[config.mk]
export PLATFORM = sky130hd
export DESIGN_NAME = fetch_queue
export DESIGN_NICKNAME = d
export VERILOG_FILES = /design/src/rtl/fetch_pkg.sv /design/src/rtl/sync_fifo.sv /design/src/rtl/fetch_queue.sv
export SDC_FILE = /design/constraint.sdc
export NUM_CORES = 1
export LEC_CHECK = 0
export CORE_ASPECT_RATIO = 0.75
export CORE_UTILIZATION = 50
export DETAILED_ROUTE_END_ITERATION = 10
export PLACE_DENSITY = 0.7
export SKIP_CTS_REPAIR_TIMING = 1
export SLEW_MARGIN = 15
export SYNTH_ARGS = -nofsm -noshare
export SYNTH_HDL_FRONTEND = slang
export SYNTH_HIERARCHICAL = 1
export SYNTH_SLANG_ARGS = --single-unit
[constraint.sdc]
create_clock -name clk_i -period 7.04 [get_ports clk_i]
set_clock_uncertainty 0.15 [all_clocks]
set_input_delay 1.056 -clock clk_i [delete_from_list [all_inputs] [get_ports clk_i]]
set_output_delay 1.056 -clock clk_i [all_outputs]
set_load 0.01 [all_outputs]
[src/rtl/fetch_pkg.sv]
// Shared types and constants for the instruction-fetch front end.
package fetch_pkg;

    localparam int XLEN = 32;

    typedef struct packed {
        logic [XLEN-1:0] pc;
        logic [XLEN-1:0] instr;
    } fetch_entry_t;

    typedef enum logic [1:0] {IDLE, RUN, FLUSH} fq_state_e;

    // Counter width able to hold the value DEPTH itself.
    function automatic int cnt_w(input int depth);
        return $clog2(depth + 1);
    endfunction

endpackage

[src/rtl/sync_fifo.sv]
// In-order FIFO with synchronous flush; the head is read straight from storage,
// so a push into an empty FIFO is visible the next cycle.
module sync_fifo #(
    parameter type T     = logic [31:0],
    parameter int  DEPTH = 4,
    parameter int  CNT_W = $clog2(DEPTH + 1)
) (
    input  logic             clk,
    input  logic             rst_n,
    input  logic             push,
    input  T                 push_data,
    input  logic             pop,
    input  logic             flush,
    output T                 head,
    output logic [CNT_W-1:0] count,
    output logic             empty,
    output logic             full
);

    localparam int AW = $clog2(DEPTH);

    T                 mem [DEPTH];
    logic [AW-1:0]    wr_ptr;
    logic [AW-1:0]    rd_ptr;
    logic             do_push;
    logic             do_pop;

    assign empty   = (count == '0);
    assign full    = (count == CNT_W'(DEPTH));
    assign do_push = push && !full;
    assign do_pop  = pop && !empty;
    assign head    = mem[rd_ptr];

    always_ff @(posedge clk or negedge rst_n) begin
        if (!rst_n) begin
            wr_ptr <= '0;
            rd_ptr <= '0;
            count  <= '0;
            for (int i = 0; i < DEPTH; i++) mem[i] <= '0;
        end else if (flush) begin
            wr_ptr <= '0;
            rd_ptr <= '0;
            count  <= '0;
        end else begin
            if (do_push) begin
                mem[wr_ptr] <= push_data;
                wr_ptr      <= wr_ptr + AW'(1);
            end
            if (do_pop) rd_ptr <= rd_ptr + AW'(1);
            count <= count + CNT_W'(do_push) - CNT_W'(do_pop);
        end
    end

endmodule

[src/rtl/fetch_queue.sv]
// Instruction-fetch front end: sequential word fetch over req/gnt/rvalid,
// in-order instruction buffer toward decode, redirect with in-flight discard.
module fetch_queue
    import fetch_pkg::*;
#(
    parameter int              DEPTH    = 4,
    parameter logic [XLEN-1:0] RESET_PC = '0
) (
    input  logic            clk_i,
    input  logic            rst_n_i,
    input  logic            redirect_i,
    input  logic [XLEN-1:0] redirect_pc_i,
    output logic            imem_req_o,
    output logic [XLEN-1:0] imem_addr_o,
    input  logic            imem_gnt_i,
    input  logic            imem_rvalid_i,
    input  logic [XLEN-1:0] imem_rdata_i,
    output logic            instr_valid_o,
    output logic [XLEN-1:0] instr_o,
    output logic [XLEN-1:0] instr_pc_o,
    input  logic            instr_ready_i
);

    localparam int CNT_W = cnt_w(DEPTH);

    fq_state_e        state, state_nxt;
    logic [XLEN-1:0]  fetch_pc, fetch_pc_nxt;
    logic [CNT_W-1:0] outstanding, outstanding_nxt;
    logic [CNT_W-1:0] discard, discard_nxt;

    fetch_entry_t     fifo_head, fifo_in;
    logic [CNT_W-1:0] fifo_count;
    logic             fifo_empty, fifo_full;
    logic [XLEN-1:0]  pend_head;
    logic [CNT_W-1:0] pend_count;
    logic             pend_empty, pend_full;

    logic             fire, rsp, keep, pop, credit;
    logic [CNT_W:0]   inflight;
    logic             unused;

    // Entries already buffered plus requests still owed a response must fit in DEPTH.
    assign inflight = {1'b0, fifo_count} + {1'b0, outstanding};
    assign credit   = inflight < (CNT_W+1)'(DEPTH);

    assign imem_req_o  = (state == RUN) && !redirect_i && credit && !pend_full && !fifo_full;
    assign imem_addr_o = fetch_pc;
    assign fire        = imem_req_o && imem_gnt_i;
    assign rsp         = imem_rvalid_i && (outstanding != '0);
    assign keep        = rsp && !redirect_i && (discard == '0) && !pend_empty;

    assign instr_valid_o = !fifo_empty && !redirect_i;
    assign instr_o       = fifo_head.instr;
    assign instr_pc_o    = fifo_head.pc;
    assign pop           = instr_valid_o && instr_ready_i;

    assign fifo_in = '{pc: pend_head, instr: imem_rdata_i};
    assign unused  = ^{pend_count, redirect_pc_i[1:0]};

    always_comb begin
        fetch_pc_nxt    = fetch_pc;
        outstanding_nxt = outstanding + CNT_W'(fire) - CNT_W'(rsp);
        discard_nxt     = discard;
        state_nxt       = state;

        if (redirect_i) begin
            fetch_pc_nxt = {redirect_pc_i[XLEN-1:2], 2'b00};
            // Everything still in flight after this cycle belongs to the old path.
            discard_nxt  = outstanding - CNT_W'(rsp);
        end else begin
            if (fire) fetch_pc_nxt = fetch_pc + XLEN'(4);
            if (rsp && discard != '0) discard_nxt = discard - CNT_W'(1);
        end

        case (state)
            IDLE:    state_nxt = RUN;
            RUN:     if (redirect_i && discard_nxt != '0) state_nxt = FLUSH;
            FLUSH:   if (!redirect_i && discard_nxt == '0) state_nxt = RUN;
            default: state_nxt = IDLE;
        endcase
    end

    always_ff @(posedge clk_i or negedge rst_n_i) begin
        if (!rst_n_i) begin
            state       <= IDLE;
            fetch_pc    <= RESET_PC;
            outstanding <= '0;
            discard     <= '0;
        end else begin
            state       <= state_nxt;
            fetch_pc    <= fetch_pc_nxt;
            outstanding <= outstanding_nxt;
            discard     <= discard_nxt;
        end
    end

    sync_fifo #(.T(fetch_entry_t), .DEPTH(DEPTH), .CNT_W(CNT_W)) u_instr_q (
        .clk       (clk_i),
        .rst_n     (rst_n_i),
        .push      (keep),
        .push_data (fifo_in),
        .pop       (pop),
        .flush     (redirect_i),
        .head      (fifo_head),
        .count     (fifo_count),
        .empty     (fifo_empty),
        .full      (fifo_full)
    );

    // PCs of granted requests, matched in order against returning responses.
    sync_fifo #(.T(logic [XLEN-1:0]), .DEPTH(DEPTH), .CNT_W(CNT_W)) u_pend_q (
        .clk       (clk_i),
        .rst_n     (rst_n_i),
        .push      (fire),
        .push_data (fetch_pc),
        .pop       (keep),
        .flush     (redirect_i),
        .head      (pend_head),
        .count     (pend_count),
        .empty     (pend_empty),
        .full      (pend_full)
    );

endmodule

==> impl_metrics.ini <==
[place]
port_buffers = 163
gp_congestion = 0.800
hpwlAfterDp_um = 28300

[sta]
min_period_over_period = 0.647
fin_hold_ws_ns = 0.334
tightest_slew_ns = 0.975
finalHoldViolCount = 0
maxSlewHeadroom = 0.350
rsz0062_at_grt = no
final_max_slew_viol_count = 0
setup_tns_ns = 0
fin_crit_ns = 4.55
setup_viol_count_final = 0
clock.fmax_mhz = 220

[drt]
postRouteWirelength_um = 45800
viasPerCell = 5.61
drtAntennaViolNets = 0
drc = 0
routedWlPerCell_um = 22.2
dr.first_iter.drc_count = 653
first_pass_iters = 5
vias = 11500

[logic_synthesis]
synthArstFlopShare = 1.00
synth_seq_cells = 436
synthTopCellsByArea = dfrtp_1, mux2_4, mux4_2
synth-edff-count = 0
avgSynthCellArea_um2 = 16.7
synth_area_um2 = 21700
synth.distinct_cells = 63
yosys_warnings = 6
synth-main-ff-cell = dfrtp_1
seq_area_frac_synth = 0.502
synth_cells = 1298
synth_top_area_frac = 0.502
synth_top_area_cell = dfrtp_1

[grt]
grt_overflow = 0
grt_pass1_vias = 12500
grt_usage = 0.212
grt_max_degree = 174
antenna_found_initial = 0
grt_pass1_wl_um = 74000

[worst_setup_path]
critPathArrivalTime_ns = 3.35
crit_path_cell_trace = buf_4 > mux4_2 > clkdlybuf4s50_1
cp_max_fo = 35
crit_slowest_cell = dfrtp_4
required_ns = 5.83
crit_path_start_kind = register
reg2reg_depth = 11
r2r_setup_slack_ns = 2.71
path_buf_inv = 2
critical_path_class = reg -> out
cp_top_family = buffers and inverters
cp_num_cells = 3
endpoint_kind = output pin
critPathMaxStageDelay_ns = 0.88

[cts]
clk_pin_slew_worst_paths_ns = 0.06
cts_tree = yes
numCtsBuffers = 45
cts_max_level = 2
insertion_delay_ns = 0.56
clk_path_buf_depth = 3
cts_root_buf = clkbuf_16
cts_sinks = 436

[die]
die_x_um = 243
ios = 168
core-area_um2 = 42500
num_rows = 65
start_util = 0.512
dieArea_um2 = 44300
die_y_um = 183

[layout]
syn_to_final_growth_pct = 14.4
fin_nets = 1548
drive_gt1_frac = 0.395
fillCellCount = 3253
diodes = 0

[status]
status = finished clean

[power_and_ir_drop]
power_density_nw_per_um2 = 257
p_leak_uw = 0.0112
ir_drop_v = 0.000192

[hold_path]
hold_depth = 1
hold_class = reg -> reg

[flow_run]
maxCapViolations = 0
-- cell type report --
class,count,area [um^2],area share
Clock inverter,19,258,0.0104
Tap cell,569,712,0.0286
Clock buffer,64,1330,0.0535
Timing Repair Buffer,182,1800,0.0724
Sequential cell,436,10900,0.439
Inverter,33,124,0.00498
Multi-Input combinational cell,756,9720,0.391
-- placed cells by master, fill, tap and decap left out, types with 5 or more instances in the layout --
cell             synthesis  layout
a21oi_1                 10      10
and2_1                   6       6
and3_1                   9       5
buf_4                    2      17
bufinv_16                0       6
clkbuf_1                19       8
clkbuf_16                0      47
clkbuf_8                 0       9
clkdlybuf4s50_1          0     161
clkinv_2                 0       9
conb_1                   1      10
dfrtp_1                436     432
ha_1                    21      21
inv_1                   33      33
mux2_1                  16      16
mux2_2                  10      10
mux2_4                 360     360
mux4_2                  96      96
nand2_1                 38      38
nand3_1                 26      26
nand4_1                  7       7
nor2_1                  22      22
nor3_1                   7       7
o211ai_1                 9       9
o21ai_0                 17      17
o31ai_1                  6       6
or4_1                    5       5
xnor2_1                  6       6
xor2_1                  12      12
-- registers in the layout, indices dropped and copies added, names as in the netlist --
name	count
u_instr_q/rd_ptr	2
u_pend_q/mem	128
u_instr_q/wr_ptr	2
u_instr_q/count	3
state	2
imem_addr_o	30
discard	3
outstanding	3
u_pend_q/rd_ptr	2
u_pend_q/count	3
u_pend_q/wr_ptr	2
u_instr_q/mem	256
-- path summary, 6_finish.rpt --
path,startpoint,to
max in group asynchronous,rst_n_i,u_instr_q/mem[198]
setup reg to reg,u_instr_q/count[2],u_pend_q/mem[31]
min in group asynchronous,rst_n_i,u_instr_q/mem[157]
setup / recovery,u_instr_q/rd_ptr[0],instr_pc_o[13]
hold reg to reg,u_instr_q/mem[128],u_instr_q/mem[128]
hold / removal,u_instr_q/mem[128],u_instr_q/mem[128]
-- metal layers --
layer  global-route usage  share of wire
met1                0.324           0.49
met4               0.0541          0.019
met5                    0              0
met3               0.0335          0.044
met2                0.317           0.45
-- synth_stat cells (all sizes together) (7+ instances only) --
master  count
nor2       22
inv        33
clkbuf     19
mux4       96
a21oi      10
nor3        7
mux2      386
buf        63
and3       13
nand3      27
nand2      38
ha         21
o211ai      9
o21ai      19
and2        7
xor2       12
dfrtp     436
nand4       8
-- power by group --
group	leakage [uW]	switching, uW	internal [uW]
Sequential	0.00597	176	2700
Combinational	0.00450	435	541
Clock	0.000783	995	1540
-- through the flow --
step	setup slack, ns	util	total power, uW	instance area, um^2	instances
after floorplan	3.40	-	3480	21800	1307
after global placement	2.39	0.548	3850	23300	1976
after detailed placement	2.39	0.548	3890	23300	1976
after CTS	2.35	0.586	6460	24900	2059
after global routing	2.23	0.586	6660	24900	2059
final	2.49	0.586	6380	24900	2059
-- logic make-up after synthesis --
logic type      synth area share
compound gates            0.0221
xor+xnor                 0.00725
fa+ha+maj                 0.0149
buf+inv                   0.0523
flops                      0.502
mux                        0.362
other cells             0.000173
simple gates              0.0391
No activity file was read; power rests on OpenSTA's default activity.
